===== src/rtl/zcted_timing_error_detector.sv =====
`default_nettype none
// ============================================================================
//  Module   : zcted_timing_error_detector
//  Purpose  : Zero-crossing (Gardner-style, sign-quantised) timing error
//             detector for a 2-samples-per-symbol symbol-timing loop.
//             Accepted interpolants alternate between on-time and mid-point
//             instants. On every on-time sample after the first, it emits
//               e = mid_I*(sgn(prev_I)-sgn(cur_I)) + mid_Q*(sgn(prev_Q)-sgn(cur_Q))
//             saturated to ERR_WIDTH bits, together with the on-time symbol.
//  Ports    : clk        - clock, rising edge
//             rst_n      - asynchronous active-low reset
//             I_interp   - signed in-phase interpolant
//             Q_interp   - signed quadrature interpolant
//             valid_in   - interpolant valid
//             strobe     - half-symbol instant marker (NCO underflow)
//             phase_flip - slip on-time/mid-point assignment by half a symbol
//             err_out    - signed timing error (held between pulses)
//             err_valid  - one-cycle qualifier for err_out
//             sym_I/sym_Q- on-time symbol samples (held between pulses)
//             sym_valid  - one-cycle qualifier for sym_I/sym_Q
//  Revision : 1.0 - initial release
// ============================================================================
module zcted_timing_error_detector #(
  parameter int DATA_WIDTH = 16,
  parameter int ERR_WIDTH  = DATA_WIDTH + 2
) (
  input  logic                         clk,
  input  logic                         rst_n,
  input  logic signed [DATA_WIDTH-1:0] I_interp,
  input  logic signed [DATA_WIDTH-1:0] Q_interp,
  input  logic                         valid_in,
  input  logic                         strobe,
  input  logic                         phase_flip,
  output logic signed [ERR_WIDTH-1:0]  err_out,
  output logic                         err_valid,
  output logic signed [DATA_WIDTH-1:0] sym_I,
  output logic signed [DATA_WIDTH-1:0] sym_Q,
  output logic                         sym_valid
);

  // One guard bit above the output width holds the sum of two doubled terms.
  localparam int SUM_W = ERR_WIDTH + 1;

  localparam logic signed [ERR_WIDTH-1:0] ERR_MAX = {1'b0, {(ERR_WIDTH-1){1'b1}}};
  localparam logic signed [ERR_WIDTH-1:0] ERR_MIN = {1'b1, {(ERR_WIDTH-1){1'b0}}};

  typedef enum logic [1:0] {
    PRIME    = 2'd0,
    WAIT_MID = 2'd1,
    WAIT_ON  = 2'd2
  } state_t;

  state_t                        state_q, state_d;
  logic signed [DATA_WIDTH-1:0]  prev_i_q, prev_i_d;
  logic signed [DATA_WIDTH-1:0]  prev_q_q, prev_q_d;
  logic signed [DATA_WIDTH-1:0]  mid_i_q, mid_i_d;
  logic signed [DATA_WIDTH-1:0]  mid_q_q, mid_q_d;
  logic signed [ERR_WIDTH-1:0]   err_q, err_d;
  logic                          err_valid_q, err_valid_d;
  logic signed [DATA_WIDTH-1:0]  sym_i_q, sym_i_d;
  logic signed [DATA_WIDTH-1:0]  sym_q_q, sym_q_d;
  logic                          sym_valid_q, sym_valid_d;

  logic                          accept;
  logic signed [SUM_W-1:0]       term_i;
  logic signed [SUM_W-1:0]       term_q;
  logic signed [SUM_W-1:0]       err_sum;
  logic signed [ERR_WIDTH-1:0]   err_sat;

  assign accept = valid_in & strobe;

  // Sign difference sgn(prev)-sgn(cur) is +2, 0 or -2, so each product is
  // either zero or mid doubled (left shift) with the appropriate sign.
  function automatic logic signed [SUM_W-1:0] f_term(
    input logic signed [DATA_WIDTH-1:0] mid,
    input logic                         prev_neg,
    input logic                         cur_neg
  );
    logic signed [SUM_W-1:0] ext;
    logic signed [SUM_W-1:0] dbl;
    ext = {{(SUM_W-DATA_WIDTH){mid[DATA_WIDTH-1]}}, mid};
    dbl = {ext[SUM_W-2:0], 1'b0};
    if (!prev_neg && cur_neg) begin
      f_term = dbl;
    end else if (prev_neg && !cur_neg) begin
      f_term = -dbl;
    end else begin
      f_term = '0;
    end
  endfunction

  always_comb begin
    term_i  = f_term(mid_i_q, prev_i_q[DATA_WIDTH-1], I_interp[DATA_WIDTH-1]);
    term_q  = f_term(mid_q_q, prev_q_q[DATA_WIDTH-1], Q_interp[DATA_WIDTH-1]);
    err_sum = term_i + term_q;
    // Top two bits disagree only when the sum left the ERR_WIDTH range.
    if (err_sum[SUM_W-1] != err_sum[SUM_W-2]) begin
      err_sat = err_sum[SUM_W-1] ? ERR_MIN : ERR_MAX;
    end else begin
      err_sat = err_sum[ERR_WIDTH-1:0];
    end
  end

  // Next-state and output logic.
  always_comb begin
    state_d     = state_q;
    prev_i_d    = prev_i_q;
    prev_q_d    = prev_q_q;
    mid_i_d     = mid_i_q;
    mid_q_d     = mid_q_q;
    err_d       = err_q;
    err_valid_d = 1'b0;
    sym_i_d     = sym_i_q;
    sym_q_d     = sym_q_q;
    sym_valid_d = 1'b0;

    if (phase_flip) begin
      // A slip re-anchors the symbol grid: a coincident sample becomes the
      // new on-time reference; otherwise wait for the next one.
      if (accept) begin
        prev_i_d    = I_interp;
        prev_q_d    = Q_interp;
        sym_i_d     = I_interp;
        sym_q_d     = Q_interp;
        sym_valid_d = 1'b1;
        state_d     = WAIT_MID;
      end else begin
        state_d = PRIME;
      end
    end else if (accept) begin
      unique case (state_q)
        PRIME: begin
          prev_i_d    = I_interp;
          prev_q_d    = Q_interp;
          sym_i_d     = I_interp;
          sym_q_d     = Q_interp;
          sym_valid_d = 1'b1;
          state_d     = WAIT_MID;
        end
        WAIT_MID: begin
          mid_i_d = I_interp;
          mid_q_d = Q_interp;
          state_d = WAIT_ON;
        end
        WAIT_ON: begin
          err_d       = err_sat;
          err_valid_d = 1'b1;
          prev_i_d    = I_interp;
          prev_q_d    = Q_interp;
          sym_i_d     = I_interp;
          sym_q_d     = Q_interp;
          sym_valid_d = 1'b1;
          state_d     = WAIT_MID;
        end
        default: begin
          state_d = PRIME;
        end
      endcase
    end
  end

  always_ff @(posedge clk or negedge rst_n) begin
    if (!rst_n) begin
      state_q     <= PRIME;
      prev_i_q    <= '0;
      prev_q_q    <= '0;
      mid_i_q     <= '0;
      mid_q_q     <= '0;
      err_q       <= '0;
      err_valid_q <= 1'b0;
      sym_i_q     <= '0;
      sym_q_q     <= '0;
      sym_valid_q <= 1'b0;
    end else begin
      state_q     <= state_d;
      prev_i_q    <= prev_i_d;
      prev_q_q    <= prev_q_d;
      mid_i_q     <= mid_i_d;
      mid_q_q     <= mid_q_d;
      err_q       <= err_d;
      err_valid_q <= err_valid_d;
      sym_i_q     <= sym_i_d;
      sym_q_q     <= sym_q_d;
      sym_valid_q <= sym_valid_d;
    end
  end

  assign err_out   = err_q;
  assign err_valid = err_valid_q;
  assign sym_I     = sym_i_q;
  assign sym_Q     = sym_q_q;
  assign sym_valid = sym_valid_q;

endmodule
`default_nettype wire


===== config.mk =====
export PLATFORM = sky130hd
export DESIGN_NAME = zcted_timing_error_detector
export DESIGN_NICKNAME = d
export VERILOG_FILES = /design/src/rtl/zcted_timing_error_detector.sv
export SDC_FILE = /design/constraint.sdc
export NUM_CORES = 1
export LEC_CHECK = 0
export CORE_MARGIN = 2
export CORE_UTILIZATION = 53
export CTS_BUF_LIST = sky130_fd_sc_hd__clkbuf_16
export CTS_CLUSTER_SIZE = 24
export DETAILED_ROUTE_END_ITERATION = 16
export GPL_TIMING_DRIVEN = 0
export PLACE_DENSITY = 0.8
export SLEW_MARGIN = 20
export SYNTH_ARGS = -nofsm -noshare
export SYNTH_HDL_FRONTEND = slang
export SYNTH_SLANG_ARGS = --single-unit

===== constraint.sdc =====
create_clock -name clk -period 6.3 [get_ports clk]
set_input_delay 0.63 -clock clk [delete_from_list [all_inputs] [get_ports clk]]
set_output_delay 0.63 -clock clk [all_outputs]
set_load 0.01 [all_outputs]

==> metrics.txt <==
leakage=2.696 nW; crit-path leading delay family=simple AND/OR/NAND/NOR gates; commonest cells after routing, fill and taps aside=clkdlybuf4s50_1 (87), dfrtp_1 (86), mux2_2 (61); area delta synth->final=26.76%; global-route wire length before repair=20,160 um; register area share after synthesis=0.4270; CP cell instances=inv_1 -> ha_1 -> nand2b_1 -> or4_1 -> clkbuf_1 -> or3_1 -> nand2_1 -> o21ai_0 -> ha_1 -> clkbuf_1 -> nand3_1 -> a311o_1 -> a31oi_1 -> a31oi_2 -> xnor2_4 -> buf_6 -> inv_2 -> ha_1 -> nand2_1 -> clkbuf_1 -> nor2_1 -> a21oi_1 -> o21ai_1; Final Setup Violations=0; port bufs=88; GRT Overall Usage=0.2451; Worst-path clk slew=60 ps; CTS tree=built; DIE HEIGHT=101.5 um; Buf/Inv on CP=6; Mapped Nets=564; number of flops mapped to enable cells by yosys=0; # rows=35; max-slew violations=0; I/O Pins=89; Clock Skew=4.367 ps; First DRT Iteration DRCs=228; Sink Count=86; largest net degree at the start of global routing=48; ys flop type=dfrtp_1; Post-CTS Setup Bufs=0; initial antenna violation count=0; CTS hold repair buffers=0; RSZ-0062 raised after global routing=false; maximum clock path buffer count=2; CP max stage delay=420 ps; worst slew pin tran=651.2 ps; DRC=0; Power Total=2.327 mW; most common cell after layout, fill and taps aside=clkdlybuf4s50_1; Peak VDD IR=165.3 uV; CTS Buf Count=9; WL/cell=16.18 um; Root Buffer=clkbuf_16; Yosys top cell by area=dfrtp_1; final wirelength=11,960 um; fin crit share=0.8951; Final Hold Fails=0; top cells by area in the synthesized netlist=dfrtp_1 (43%), mux2_2 (14%), o21ai_0 (5.4%); RePlAce Congestion=0.9276; clock insertion delay at the later pin of the skew report=330 ps; synthesized area=0.005040 mm^2; via/cell ratio=5.813; antenna-violating nets left=0; minimum clock period=5639 ps; Pwr per Cell Area=364.2 mW/mm^2; Final Non-Filler Cells=739; Initial Util=0.5454; Worst Path Max Fanout=10; cts repair resizes=0; Vias=4,296; setup TNS=0 ps; asr flop ratio synth=1.000; total placed cells including tap cells=724; grt ovf=0; Rel. slew slack=0.5643; Synth top area share=0.4270; Max H-tree Level=3; Layout Nets=664; Netlist cell types=58; share of cells above drive strength 1=0.1557; Yosys reg bits=86; # diodes=0; YS warnings=0; Worst setup SP type=register; Die W=101.5 um; Avg Cell Area, Syn=9.960 um^2; Fmax=0.1773 GHz; fin util=0.6914; Worst Setup End Kind=register; Data arrival, critical path=5840 ps; cell count after synthesis=506; CP max-delay cell=or3_1; Core ar.=0.009240 mm^2; Post-DP HPWL=8999 um; DR pass1 iterations=5; CP Class=register to register; full die area=0.01031 mm^2; Max Cap Viol=0; status=finished clean; worst hold-check path type=primary input to asynchronous set/reset pin; vias in the first global route=4,158; Worst Path Required=6500 ps; Fin Hold WS=277.1 ps
==> worst reg2reg max path, stage by stage (launching register included) <==
cell      delay (ps)
dfrtp_1          410
inv_1             90
ha_1             190
nand2b_1         100
or4_1            400
clkbuf_1         160
or3_1            420
nand2_1           90
o21ai_0          120
ha_1             300
clkbuf_1         290
nand3_1          140
a311o_1          330
a31oi_1          420
a31oi_2          240
xnor2_4          340
buf_6            200
inv_2             40
ha_1             380
nand2_1          150
clkbuf_1         360
nor2_1           120
a21oi_1          130
o21ai_1           90
==> synth_stat cells, types with 9 or more instances <==
library cell	count
dfrtp_1	86
mux2_2	61
o21ai_0	54
nand2_1	48
nor2_1	33
a21oi_1	25
clkbuf_1	21
ha_1	20
a21o_1	13
o31ai_1	11
inv_1	9
nor4_1	9
==> per-stage QoR <==
step	setup slack, ps	instance area (um^2)
finish	661.1	6389
global placement	641.2	6082
global route	275.4	6389
CTS	704.6	6389
floorplan	1544	5040
detailed placement	490.7	6107
==> layout make-up <==
cell class	instances	area, um^2
Buffer	25	108.9
Clock buffer	9	225.2
Clock inverter	6	56.30
Fill cell	733	2851
Inverter	11	41.29
Multi-Input combinational cell	384	2738
Sequential cell	86	2152
Tap cell	129	161.4
Timing Repair Buffer	89	905.9
==> registers in the layout (all words and copies together), names as in the netlist <==
signal,cells
sym_Q,16
mid_i_q,16
state_q,2
err_out,18
sym_valid,1
err_valid,1
sym_I,16
mid_q_q,16
==> final timing paths <==
kind	startpoint	endpoint	slack, ps	cells past startpoint
max	mid_q_q[1]	err_out[6]	660	23
min reg2reg	err_out[0]	err_out[0]	480	2
max reg2reg	mid_q_q[1]	err_out[6]	660	23
min	rst_n	sym_I[3]	280	1
max in group asynchronous	rst_n	err_out[13]	5430	2
min in group clk	err_out[0]	err_out[0]	480	2
==> where the power goes <==
part / leakage (nW) / switching, mW / internal (mW)
Combinational: 1.50 / 0.482 / 0.483
Clock: 0.138 / 0.205 / 0.301
Sequential: 1.06 / 0.150 / 0.706
Total: 2.70 / 0.838 / 1.49
==> layer usage <==
layer / wire [um] / global-route usage / up-vias / part of all wire
met5: 0 / 0 / - / 0
met4: 208 / 0.07484 / 0 / 0.017
met3: 642 / 0.04417 / 18 / 0.054
met2: 5910 / 0.4145 / 144 / 0.49
met1: 5195 / 0.3217 / 2078 / 0.43
li1: - / - / 2056 / -
==> kinds of logic (layout without fill, tap and decap cells) <==
family | Yosys count | count (layout) | share of synthesized area
AO/OA/AOI/OAI | 146 | 146 | 0.1815
AND/OR/NAND/NOR | 139 | 139 | 0.1368
flip-flops | 86 | 86 | 0.4270
multiplexers | 62 | 62 | 0.1383
buffers and inverters | 36 | 140 | 0.02979
adder cells (fa/ha/maj) | 21 | 21 | 0.05362
XOR/XNOR | 16 | 16 | 0.03302
Power figures use the tool's default switching activity.
